`src/rtl/stw_bisr_sequencer.sv`:
```
// Built-in self-test and self-repair sequencer for a ROWS x COLS PE array: drives LFSR
// test patterns, accumulates per-PE failures, then maps faulty PEs onto redundant units.
module stw_bisr_sequencer #(
    parameter int                   ROWS         = 4,
    parameter int                   COLS         = 4,
    parameter int                   WORD_SIZE    = 16,
    parameter int                   NUM_RU       = 4,
    parameter int                   NUM_PATTERNS = 4,
    parameter logic [WORD_SIZE-1:0] SEED         = 16'hACE1,
    parameter logic [WORD_SIZE-1:0] TAPS         = 16'hB400,
    parameter int                   TIMEOUT      = 64,
    localparam int                  RW           = (ROWS > 1) ? $clog2(ROWS) : 1,
    localparam int                  CW           = (COLS > 1) ? $clog2(COLS) : 1
) (
    input  logic                   clk,
    input  logic                   rst,
    input  logic                   STW_start,
    input  logic                   STW_result_valid,
    input  logic [ROWS*COLS-1:0]   STW_result_mat,
    output logic                   STW_test_load_en,
    output logic                   STW_pe_start,
    output logic [WORD_SIZE-1:0]   STW_mult_op1,
    output logic [WORD_SIZE-1:0]   STW_mult_op2,
    output logic [WORD_SIZE-1:0]   STW_add_op,
    output logic [WORD_SIZE-1:0]   STW_expected,
    output logic [ROWS*COLS-1:0]   fault_map,
    output logic [NUM_RU*RW-1:0]   ru_row_mapping,
    output logic [NUM_RU*CW-1:0]   ru_col_mapping,
    output logic [NUM_RU-1:0]      ru_valid,
    output logic                   busy,
    output logic                   STW_complete,
    output logic                   matrix_start,
    output logic                   repair_fail,
    output logic                   STW_timeout
);

    localparam int N  = ROWS * COLS;
    localparam int IW = (N > 1) ? $clog2(N) : 1;
    localparam int PW = (NUM_PATTERNS > 1) ? $clog2(NUM_PATTERNS) : 1;
    localparam int TW = $clog2(TIMEOUT + 1);
    localparam int KW = $clog2(NUM_RU + 1);

    typedef enum logic [2:0] {S_IDLE, S_LOAD, S_RUN, S_WAIT, S_ALLOC, S_DONE} state_t;

    state_t                     state, state_nx;
    logic [WORD_SIZE-1:0]       lfsr, lfsr_next, pat_src;
    logic [WORD_SIZE-1:0]       pat_op1, pat_op2, pat_add, pat_exp;
    logic [PW-1:0]              pat_idx;
    logic [TW-1:0]              tmo_cnt;
    logic [IW-1:0]              scan_idx;
    logic [RW-1:0]              scan_row;
    logic [CW-1:0]              scan_col;
    logic [KW-1:0]              ru_cnt;
    logic [NUM_RU-1:0][RW-1:0]  ru_row;
    logic [NUM_RU-1:0][CW-1:0]  ru_col;
    logic                       res_take, tmo_hit, last_pat, scan_last;

    assign ru_row_mapping = ru_row;
    assign ru_col_mapping = ru_col;

    assign res_take  = (state == S_WAIT) && STW_result_valid;
    assign tmo_hit   = (state == S_WAIT) && !STW_result_valid && (tmo_cnt == TW'(TIMEOUT - 1));
    assign last_pat  = (pat_idx == PW'(NUM_PATTERNS - 1));
    assign scan_last = (scan_row == RW'(ROWS - 1)) && (scan_col == CW'(COLS - 1));

    // Pattern generation: the next pattern is registered on the edge that enters LOAD.
    always_comb begin
        lfsr_next = (lfsr >> 1) ^ (lfsr[0] ? TAPS : '0);
        pat_src   = (state == S_IDLE) ? SEED : lfsr_next;
        pat_op1   = pat_src;
        pat_op2   = ~pat_src;
        pat_add   = {pat_src[WORD_SIZE-2:0], pat_src[WORD_SIZE-1]};
        pat_exp   = pat_op1 * pat_op2 + pat_add;
    end

    always_ff @(posedge clk or negedge rst) begin
        if (!rst) state <= S_IDLE;
        else      state <= state_nx;
    end

    // NOTE: every signal driven here gets a default first, so no path can infer a latch.
    always_comb begin
        state_nx         = state;
        STW_test_load_en = 1'b0;
        STW_pe_start     = 1'b0;
        STW_complete     = 1'b0;
        busy             = (state != S_IDLE);
        unique case (state)
            S_IDLE:  if (STW_start) state_nx = S_LOAD;
            S_LOAD:  begin
                STW_test_load_en = 1'b1;
                state_nx         = S_RUN;
            end
            S_RUN:   begin
                STW_pe_start = 1'b1;
                state_nx     = S_WAIT;
            end
            S_WAIT:  begin
                if (res_take)     state_nx = last_pat ? S_ALLOC : S_LOAD;
                else if (tmo_hit) state_nx = S_DONE;
            end
            S_ALLOC: if (scan_last) state_nx = S_DONE;
            S_DONE:  begin
                STW_complete = 1'b1;
                state_nx     = S_IDLE;
            end
            default: state_nx = S_IDLE;
        endcase
    end

    // NOTE: sequential state uses non-blocking assignments so all registers update together.
    always_ff @(posedge clk or negedge rst) begin
        if (!rst) begin
            lfsr         <= SEED;
            STW_mult_op1 <= '0;
            STW_mult_op2 <= '0;
            STW_add_op   <= '0;
            STW_expected <= '0;
            pat_idx      <= '0;
            tmo_cnt      <= '0;
            scan_idx     <= '0;
            scan_row     <= '0;
            scan_col     <= '0;
            ru_cnt       <= '0;
            ru_row       <= '0;
            ru_col       <= '0;
            ru_valid     <= '0;
            fault_map    <= '0;
            repair_fail  <= 1'b0;
            STW_timeout  <= 1'b0;
            matrix_start <= 1'b0;
        end else begin
            case (state)
                S_IDLE: if (STW_start) begin
                    lfsr         <= SEED;
                    STW_mult_op1 <= pat_op1;
                    STW_mult_op2 <= pat_op2;
                    STW_add_op   <= pat_add;
                    STW_expected <= pat_exp;
                    pat_idx      <= '0;
                    ru_cnt       <= '0;
                    ru_row       <= '0;
                    ru_col       <= '0;
                    ru_valid     <= '0;
                    fault_map    <= '0;
                    repair_fail  <= 1'b0;
                    STW_timeout  <= 1'b0;
                    matrix_start <= 1'b0;
                end
                S_RUN: tmo_cnt <= '0;
                S_WAIT: begin
                    if (res_take) begin
                        fault_map <= fault_map | ~STW_result_mat;
                        lfsr      <= lfsr_next;
                        pat_idx   <= pat_idx + 1'b1;
                        if (last_pat) begin
                            scan_idx <= '0;
                            scan_row <= '0;
                            scan_col <= '0;
                        end else begin
                            STW_mult_op1 <= pat_op1;
                            STW_mult_op2 <= pat_op2;
                            STW_add_op   <= pat_add;
                            STW_expected <= pat_exp;
                        end
                    end else if (tmo_hit) begin
                        STW_timeout <= 1'b1;
                        repair_fail <= 1'b1;
                    end else begin
                        tmo_cnt <= tmo_cnt + 1'b1;
                    end
                end
                S_ALLOC: begin
                    // Lowest free RU is always index ru_cnt since RUs are handed out in order.
                    if (fault_map[scan_idx]) begin
                        if (ru_cnt == KW'(NUM_RU)) begin
                            repair_fail <= 1'b1;
                        end else begin
                            for (int k = 0; k < NUM_RU; k++) begin
                                if (ru_cnt == KW'(k)) begin
                                    ru_valid[k] <= 1'b1;
                                    ru_row[k]   <= scan_row;
                                    ru_col[k]   <= scan_col;
                                end
                            end
                            ru_cnt <= ru_cnt + 1'b1;
                        end
                    end
                    scan_idx <= scan_idx + 1'b1;
                    if (scan_col == CW'(COLS - 1)) begin
                        scan_col <= '0;
                        scan_row <= scan_row + 1'b1;
                    end else begin
                        scan_col <= scan_col + 1'b1;
                    end
                end
                S_DONE: matrix_start <= ~repair_fail;
                default: ;
            endcase
        end
    end

endmodule

```
`config.mk`:
```
export PLATFORM = sky130hd
export DESIGN_NAME = stw_bisr_sequencer
export DESIGN_NICKNAME = d
export VERILOG_FILES = /design/src/rtl/stw_bisr_sequencer.sv
export SDC_FILE = /design/constraint.sdc
export NUM_CORES = 1
export LEC_CHECK = 0
export CORE_MARGIN = 8
export CORE_UTILIZATION = 28
export CTS_CLUSTER_SIZE = 12
export DETAILED_ROUTE_END_ITERATION = 6
export PLACE_DENSITY = 0.53
export SLEW_MARGIN = 20
export SYNTH_ARGS = -nofsm -noshare
export SYNTH_HDL_FRONTEND = slang
export SYNTH_SLANG_ARGS = --single-unit
```
`constraint.sdc`:
```
create_clock -name clk -period 9.2 [get_ports clk]
set_clock_uncertainty 0.05 [all_clocks]
set_input_delay 2.3 -clock clk [delete_from_list [all_inputs] [get_ports clk]]
set_output_delay 2.3 -clock clk [all_outputs]
set_load 0.05 [all_outputs]
```
After elaboration in Yosys (flattened, before gate mapping)

Cells that the tools add are included.

Add/subtract/negate cells: 7
Multiply operators: 1
Magnitude comparators: 1
Eq/ne operators: 30
Mux-type cells: 85
Bitwise operators: 5
Reduce and logical (&&, ||, !) cells: 28

Operator list:

| cell                                                 | count |
|---|---|
| 2-to-1 mux 16 bit                                    | 18 |
| one-hot mux 16 bit (2 select lines)                  | 6 |
| 2-to-1 mux 8 bit                                     | 5 |
| != test 2 bit (second input constant)                | 16 |
| NOT 16 bit                                           | 2 |
| one-hot mux 8 bit (2 select lines)                   | 2 |
| 2-to-1 mux 2 bit                                     | 14 |
| 2-to-1 mux 3 bit                                     | 8 |
| 2-to-1 mux 4 bit                                     | 5 |
| AND reduction 5 bit                                  | 4 |
| adder 16 bit                                         | 1 |
| multiplier 16 x 16 -> 16 bit                         | 1 |
| bitwise OR 16 bit                                    | 1 |
| one-hot mux 4 bit (2 select lines)                   | 2 |
| AND reduction 4 bit                                  | 4 |
| bitwise XOR 15 x 16 -> 16 bit                        | 1 |
| one-hot mux 3 bit (5 select lines)                   | 1 |
| 2-to-1 mux 7 bit                                     | 2 |
| one-hot mux 7 bit (2 select lines)                   | 1 |
| 2-to-1 mux 1 bit                                     | 13 |
| equality test 3 x 2 -> 1 bit (second input constant) | 4 |
| one-hot mux 2 bit (2 select lines)                   | 3 |
| AND reduction 3 bit                                  | 4 |
| nonzero test 2 bit                                   | 5 |
| 21 further kinds                                     | 34 |

Bits in registers: 142
Input bits: 20
Output and inout bits: 107
Word-level logic and storage cells: 185

Depth between registers and ports, before layout

Gate-level depths: netlist (run 1).

Depth after elaboration: 9
Gate-level depth with buffers: 28
Gate-level depth less buffers: 26

Least setup slack after synthesis (run 1)

OpenSTA, ideal clock, no wires.

Path type: register to register
From: register state[0]
To: register STW_expected[15]
Setup time: 0.134 ns
Arrival time: 6.070 ns
Data required time: 9.016 ns
Slack: 2.945 ns
Stages on the path, launching flop included: 29
Path buffers: 2
Period minus slack after synthesis: 6.255 ns
Path through: dfrtp_1 -> clkbuf_1 -> nor2_4 -> inv_1 -> nor2_1 -> clkinv_1 -> and2_1 -> clkbuf_1 -> inv_1 -> nor2_1 -> fa_1 -> inv_1 -> fa_1 -> inv_1 -> fa_1 -> inv_1 -> fa_1 -> inv_1 -> fa_1 -> inv_1 -> fa_1 -> inv_1 -> ha_1 -> a21boi_0 -> o21ai_0 -> nand2_1 -> a31oi_1 -> xnor2_1 -> o21ai_0

Longest elaborated chain between the ends: 8
Elaborated cells between the ends (all ways): 16
Those cells by class: add/sub: 1; mul: 1; eq/ne: 4; mux: 5; bitwise: 1; reduce/logical: 4

RTL lines:

| item                                  | line | source |
|---|---|---|
| start: declaration                    | 45   | `state_t state, state_nx;` |
| start signal: assignment              | 78   | `else state <= state_nx;` |
| zero test 3 bit *                     | 69   | `pat_src = (state == S_IDLE) ? SEED : lfsr_next;` |
| 2-to-1 mux 16 bit *                   | 69   |  |
| NOT 16 bit *                          | 71   | `pat_op2 = ~pat_src;` |
| via pat_op2[8]                        | 47   | `logic [WORD_SIZE-1:0] pat_op1, pat_op2, pat_add, pat_exp;` |
| multiplier 16 x 16 -> 16 bit *        | 73   | `pat_exp = pat_op1 * pat_op2 + pat_add;` |
| adder 16 bit *                        | 73   |  |
| 2-to-1 mux 16 bit                     | 156  | `if (last_pat) begin` |
| 2-to-1 mux 16 bit                     | 152  | `if (res_take) begin` |
| one-hot mux 16 bit (2 select lines) * | 133  | `case (state)` |
| end signal: assignment                | 139  | `STW_expected <= pat_exp;` |
| end signal: assignment                | 164  | `STW_expected <= pat_exp;` |
| end: declaration                      | 25   | `output logic [WORD_SIZE-1:0] STW_expected,` |

The timed path passes the listed nets; every way through them passes the cells marked *. The select of a mux whose other input is x is not followed.
A chain may end at the register's enable or synchronous reset.

Worst setup path after layout (run 1)

From: register state[0]
To: register STW_expected[15]

Longest elaborated chain between the ends: 8
Elaborated cells between the ends (all ways): 16
Those cells by class: add/sub: 1; mul: 1; eq/ne: 4; mux: 5; bitwise: 1; reduce/logical: 4

RTL lines:

| item                                | line |
|---|---|
| zero test 3 bit                     | 69, 133 |
| 2-to-1 mux 16 bit                   | 69 |
| NOT 16 bit                          | 71 |
| multiplier 16 x 16 -> 16 bit        | 73 |
| adder 16 bit                        | 73 |
| 2-to-1 mux 16 bit                   | 156 |
| 2-to-1 mux 16 bit                   | 152 |
| one-hot mux 16 bit (2 select lines) | 133 |

Parallel ways exist; a longest one is shown, timed or not. The select of a mux whose other input is x is not followed.

==> results of run 1 <==
==> flip-flops by register name, summed over array words and instances, names as in the netlist, 7 cells and up <==
name / cells
STW_mult_op2: 16
fault_map: 16
lfsr: 16
STW_expected: 15
STW_mult_op1: 14
ru_col_mapping: 8
ru_row_mapping: 8
tmo_cnt: 7
==> cell usage in the layout (no fill, tap or decap), drive strengths merged, types with 9 or more instances in the layout <==
master / Yosys / routed
buf: 26 / 9
inv: 154 / 158
nor2: 146 / 146
dfrtp: 116 / 116
nand2: 94 / 94
o21ai: 55 / 55
xnor2: 29 / 29
xor2: 17 / 17
a21oi: 39 / 39
mux2: 19 / 19
and2: 9 / 9
clkbuf: 43 / 20
fa: 84 / 84
clkdlybuf4s50: 0 / 125
nand2b: 26 / 26
ha: 70 / 70
==> area by class of cell <==
cell class              count  area [sq um]
well taps                 448           561
fillers                  3459         21900
inverters                 156           586
repair buffers            134          1320
flip-flops and latches    124          3110
clock buffers              20           457
multi-input cells         674          5520
clock inverters            12           159
==> how the worst min path moves through the flow <==
stage	start	end	cells past startpoint
2_1_floorplan	tmo_cnt[6]	tmo_cnt[6]	1
3_3_place_gp	STW_mult_op2[15]	STW_mult_op2[15]	1
3_5_place_dp	STW_expected[3]	STW_expected[3]	2
4_1_cts	STW_mult_op2[5]	STW_mult_op2[5]	2
5_1_grt	STW_expected[10]	STW_expected[10]	2
6_report	STW_mult_op2[5]	STW_mult_op2[5]	2
==> cell usage after synthesis (5+ instances only) <==
library cell	count
inv_1	154
nor2_1	145
dfrtp_1	116
nand2_1	94
fa_1	84
ha_1	70
o21ai_0	55
clkbuf_1	43
a21oi_1	39
xnor2_1	29
nand2b_1	26
buf_4	18
xor2_1	17
mux2_2	15
and2_1	9
dfstp_2	8
and3_1	7
nand3_1	7
nor3_1	6
a22o_1	5
or2_2	5
==> routing by layer <==
layer / vias up / share of wire
li1: 3346 / -
met1: 3398 / 0.44
met2: 181 / 0.48
met3: 27 / 0.062
met4: 0 / 0.016
met5: - / 0
==> stage by stage <==
step / instances / instance area, sq um / utilization / worst slack, ns / hold slack, ns
after floorplan: 1023 / 9560 / - / 2.95 / 0.406
after global placement: 1536 / 11100 / 0.330 / 2.08 / 0.411
after detailed placement: 1536 / 11100 / 0.330 / 1.81 / 0.420
after CTS: 1568 / 11700 / 0.348 / 1.79 / 0.434
after global routing: 1568 / 11700 / 0.349 / 1.15 / 0.448
final: 1568 / 11700 / 0.349 / 1.76 / 0.423
==> worst register-to-register path: stages (launching register included) <==
cell,delay (ns)
dfrtp_1,0.48
nor2_4,0.24
inv_1,0.08
nor2_1,0.09
buf_4,0.26
clkinv_1,0.49
nand2_1,0.64
clkinv_1,0.49
nor2_1,0.28
fa_1,0.18
inv_1,0.05
fa_1,0.52
inv_1,0.05
fa_1,0.50
inv_1,0.05
fa_1,0.53
inv_1,0.05
fa_1,0.52
inv_1,0.05
fa_1,0.52
inv_1,0.04
ha_1,0.32
a21boi_0,0.23
o21ai_0,0.15
nand2_1,0.09
a31oi_1,0.09
xnor2_1,0.15
o21ai_0,0.08
==> kinds of logic after synthesis <==
family | count (synthesis) | synth area share
AND/OR/NAND/NOR | 318 | 0.146
buffers and inverters | 225 | 0.0974
adder cells (fa/ha/maj) | 154 | 0.267
AO/OA/AOI/OAI | 127 | 0.0769
flip-flops | 124 | 0.326
XOR/XNOR | 48 | 0.0468
multiplexers | 26 | 0.0394
other | 1 | 0.000392
==> flow_summary.json, run 1 <==
{
  "avgSynthCellArea_sq_um": 9.35,
  "synth-async-reset-ratio": 1.00,
  "post-route-period-util": 0.808,
  "grt_start_max_net_pins": 65,
  "dieArea_sq_um": 40300,
  "rr_endpoint": "STW_expected[15]",
  "grt_pass1_wl_mm": 41.8,
  "cp.required_ns": 9.43,
  "start_kind": "flop",
  "path_common_cell": "inv_1",
  "track_usage": 0.129,
  "yosysTopAreaCell": "dfrtp_1",
  "slew_headroom": 0.296,
  "core_area_sq_um": 33600,
  "final_nets": 1281,
  "die_y_um": 201,
  "cts_resized": 0,
  "cp_num_buf_inv": 10,
  "use_met1": 0.163,
  "routabilityCongestion": 0.866,
  "drt_pass1_iterations": 4,
  "max_stage_delay_ns": 0.64,
  "timing_worst_setup_path_type": "flop to flop",
  "tns_ns": 0,
  "numCtsBuffers": 17,
  "endpoint_kind": "flop",
  "via_count": 6952,
  "max_freq_mhz": 134,
  "ys_types": 54,
  "cts.sinks": 124,
  "rsz0062_at_grt": "no",
  "synth-edff-count": 0,
  "drv_cap": 0,
  "synthToLayoutAreaGrowth_pct": 22.5,
  "period_needed_ns": 7.44,
  "antenna_found_initial": 0,
  "synth.cell_area_sq_um": 9560,
  "setup_viol": 0,
  "hold_viol": 0,
  "crit_cells": 27,
  "drv_slew": 0,
  "post-cts-setup-buffers": 0,
  "routed_wl_mm": 25.1,
  "syn-num-nets": 1197,
  "use_met3": 0.0386,
  "cts_buffer_depth": 2,
  "hold_class": "flop to flop",
  "worstSetupStartpoint": "state[0]",
  "h-tree-depth": 4,
  "drt_iter0_markers": 347,
  "busiest_layer": "met2",
  "cts_root_buffer": "clkbuf_16",
  "post_drt_wl_per_cell_um": 16.0,
  "r2r-start": "state[0]",
  "r2r.worst_path.cells": 27,
  "synth_cells": 1023,
  "synth_seq_cells": 124,
  "hpwl_mm": 18.9,
  "avgViaCountPerCell": 4.43,
  "worstPathMaxFanout": 22,
  "met2_usage": 0.211,
  "port_buffers": 126,
  "synth_warnings": 0,
  "synthFlopType": "dfrtp_1",
  "drc": 0,
  "outcome": "complete, no violations",
  "crit_slowest_cell": "nand2_1",
  "ant_nets": 0,
  "gr-total-overflow": 0,
  "tightest_slew_ns": 1.06,
  "synthTopCellsByArea": "dfrtp_1 30%, fa_1 18%, ha_1 9.2%, inv_1 6.0%, nor2_1 5.7%",
  "rows": 67,
  "cp.arrival_ns": 7.67,
  "drive_gt1_frac": 0.0723,
  "cp-endpoint": "STW_expected[15]",
  "holdBufCountCts": 0,
  "path_delay_family": "adder cells",
  "clock_latency_ns": 0.42,
  "initial_core_util": 0.284,
  "synth_top_area_frac": 0.304,
  "num_io_pins": 127,
  "cts_tree": "done",
  "rrSetupSlack_ns": 1.76,
  "antennaDiodeCount": 0,
  "grt_pass1_vias": 7449,
  "synth_seq_area_share": 0.326,
  "clk_pin_slew_ns": 0.06,
  "dieWidth_um": 201
}
Power of run 1 is not shown: default switching activity piles up to over one toggle a cycle in this logic, so the estimate is an artifact.
==> run 2: changes to the inputs <==
--- a/config.mk
+++ b/config.mk
@@ -9,7 +9,7 @@
 export CORE_UTILIZATION = 28
 export CTS_CLUSTER_SIZE = 12
 export DETAILED_ROUTE_END_ITERATION = 6
-export PLACE_DENSITY = 0.53
+export PLACE_DENSITY = 0.55
 export SLEW_MARGIN = 20
 export SYNTH_ARGS = -nofsm -noshare
 export SYNTH_HDL_FRONTEND = slang
==> constraint.sdc (replaced) <==
create_clock -name clk -period 6.6 [get_ports clk]
set_clock_uncertainty 0.05 [all_clocks]
set_input_delay 1.65 -clock clk [delete_from_list [all_inputs] [get_ports clk]]
set_output_delay 1.65 -clock clk [all_outputs]
set_load 0.05 [all_outputs]
==> run 2 against run 1 <==
Net effect:
- hold slack gained 0.0024 ns
- first-iteration DRC count rose by 13%
- count of clock-buffer cells in the layout did not move
- critical path depth decreased by 5
- critical endpoint unchanged
==> flow_summary.json, run 2 (synthesis gave the netlist of run 1 again) <==
{
  "outcome": "complete, no violations",
  "tns_ns": 0,
  "max_freq_mhz": 161,
  "antenna_found_initial": 1,
  "post-route-period-util": 0.943,
  "crit_slowest_cell": "fa_1",
  "timing_worst_setup_path_type": "flop to flop",
  "ant_nets": 0,
  "post_drt_wl_per_cell_um": 15.9,
  "holdBufCountCts": 0,
  "path_delay_family": "adder cells",
  "dieArea_sq_um": 40300,
  "endpoint_kind": "flop",
  "die_y_um": 201,
  "rsz0062_at_grt": "no",
  "routabilityCongestion": 0.892,
  "period_needed_ns": 6.23,
  "cts.sinks": 124,
  "avgViaCountPerCell": 4.47,
  "drv_slew": 0,
  "num_io_pins": 127,
  "largestRegisters": "STW_mult_op2 x16, fault_map x16, lfsr x16",
  "start_kind": "flop",
  "slew_headroom": 0.302,
  "hold_viol": 0,
  "numCtsBuffers": 17,
  "gr-total-overflow": 0,
  "rows": 67,
  "via_count": 7087,
  "cts_root_buffer": "clkbuf_16",
  "routed_wl_mm": 25.2,
  "cp_num_buf_inv": 5,
  "cp.arrival_ns": 6.47,
  "hold_class": "flop to flop",
  "port_buffers": 126,
  "drv_cap": 0,
  "setup_viol": 0,
  "track_usage": 0.128,
  "final_cell_mix": "154 x inv_1, 144 x nor2_1, 125 x clkdlybuf4s50_1, 116 x dfrtp_1, 94 x nand2_1",
  "final_common_cell": "inv_1",
  "core_area_sq_um": 33600,
  "drc": 0,
  "clk_pin_slew_ns": 0.06,
  "cp_cell_sequence": "nor2_4, inv_1, nor2_1, inv_2, nand2b_1, inv_1, a21oi_1, ha_1, fa_1, inv_1, fa_1, fa_1, fa_1, fa_1, xor2_1, xnor2_1, xnor2_1, xnor2_1, xnor2_1, buf_4, xnor2_1, o21ai_0",
  "drt_iter0_markers": 391,
  "dieWidth_um": 201,
  "tightest_slew_ns": 1.05,
  "grt_pass1_vias": 7502,
  "worstPathMaxFanout": 11,
  "cts_buffer_depth": 2,
  "cts_tree": "done",
  "cp.required_ns": 6.85,
  "final_nets": 1298,
  "grt_pass1_wl_mm": 41.5,
  "antennaDiodeCount": 0,
  "initial_core_util": 0.284,
  "clock_latency_ns": 0.43,
  "drive_gt1_frac": 0.0880,
  "fillers": 3383,
  "h-tree-depth": 4,
  "drt_pass1_iterations": 5,
  "synthToLayoutAreaGrowth_pct": 23.8,
  "grt_start_max_net_pins": 53,
  "hpwl_mm": 19.2,
  "max_stage_delay_ns": 0.57
}
[run 2: worst reg2reg max path: stages, from the launching register on]
cell and delay [ns]:
dfrtp_1 0.40, nor2_4 0.20, inv_1 0.08, nor2_1 0.15, inv_2 0.12, nand2b_1 0.37
inv_1 0.30, a21oi_1 0.29, ha_1 0.30, fa_1 0.51, inv_1 0.05, fa_1 0.46
fa_1 0.54, fa_1 0.57, fa_1 0.49, xor2_1 0.17, xnor2_1 0.19, xnor2_1 0.17
xnor2_1 0.16, xnor2_1 0.17, buf_4 0.17, xnor2_1 0.11, o21ai_0 0.08
[run 2: final timing paths]
kind	end	cells past startpoint	slack [ns]	start
max	STW_expected[15]	22	0.37	state[0]
min	STW_expected[10]	2	0.43	STW_expected[10]
max reg2reg	STW_expected[15]	22	0.37	state[0]
min reg2reg	STW_expected[10]	2	0.43	STW_expected[10]
max in group asynchronous	lfsr[9]	2	4.43	rst
min in group asynchronous	STW_expected[11]	1	1.05	rst
[run 2: final cells by class]
class	instances	area, sq um	area share
clock buffer	20	467	0.0394
clock inverter	12	138	0.0116
inverter	156	586	0.0495
multi-input combinational	674	5520	0.467
sequential	124	3110	0.263
tap	448	561	0.0474
timing repair buffer	151	1450	0.122
[run 2: what timing repair did]
item                                    4_1_cts  5_1_grt
endpoints found under the setup margin        0        3
setup buffers                                 0        0
gates resized for setup                       0        1
[run 2: through the flow]
stage	setup slack, ns	instances	area, sq um	hold slack (ns)	utilization
final	0.374	1585	11800	0.425	0.352
after global routing	0.0437	1585	11800	0.446	0.352
after CTS	0.165	1585	11800	0.431	0.352
after detailed placement	0.202	1553	11200	0.418	0.334
after global placement	0.277	1553	11200	0.414	0.334
after floorplan	0.345	1023	9560	0.406	-
[run 2: layer usage]
metal  share of wire  global-route usage
met1            0.44               0.161
met3           0.066              0.0408
met2            0.46               0.206
met4           0.027              0.0463
met5         0.00040                   0
Power of run 2 is left out for the same reason.
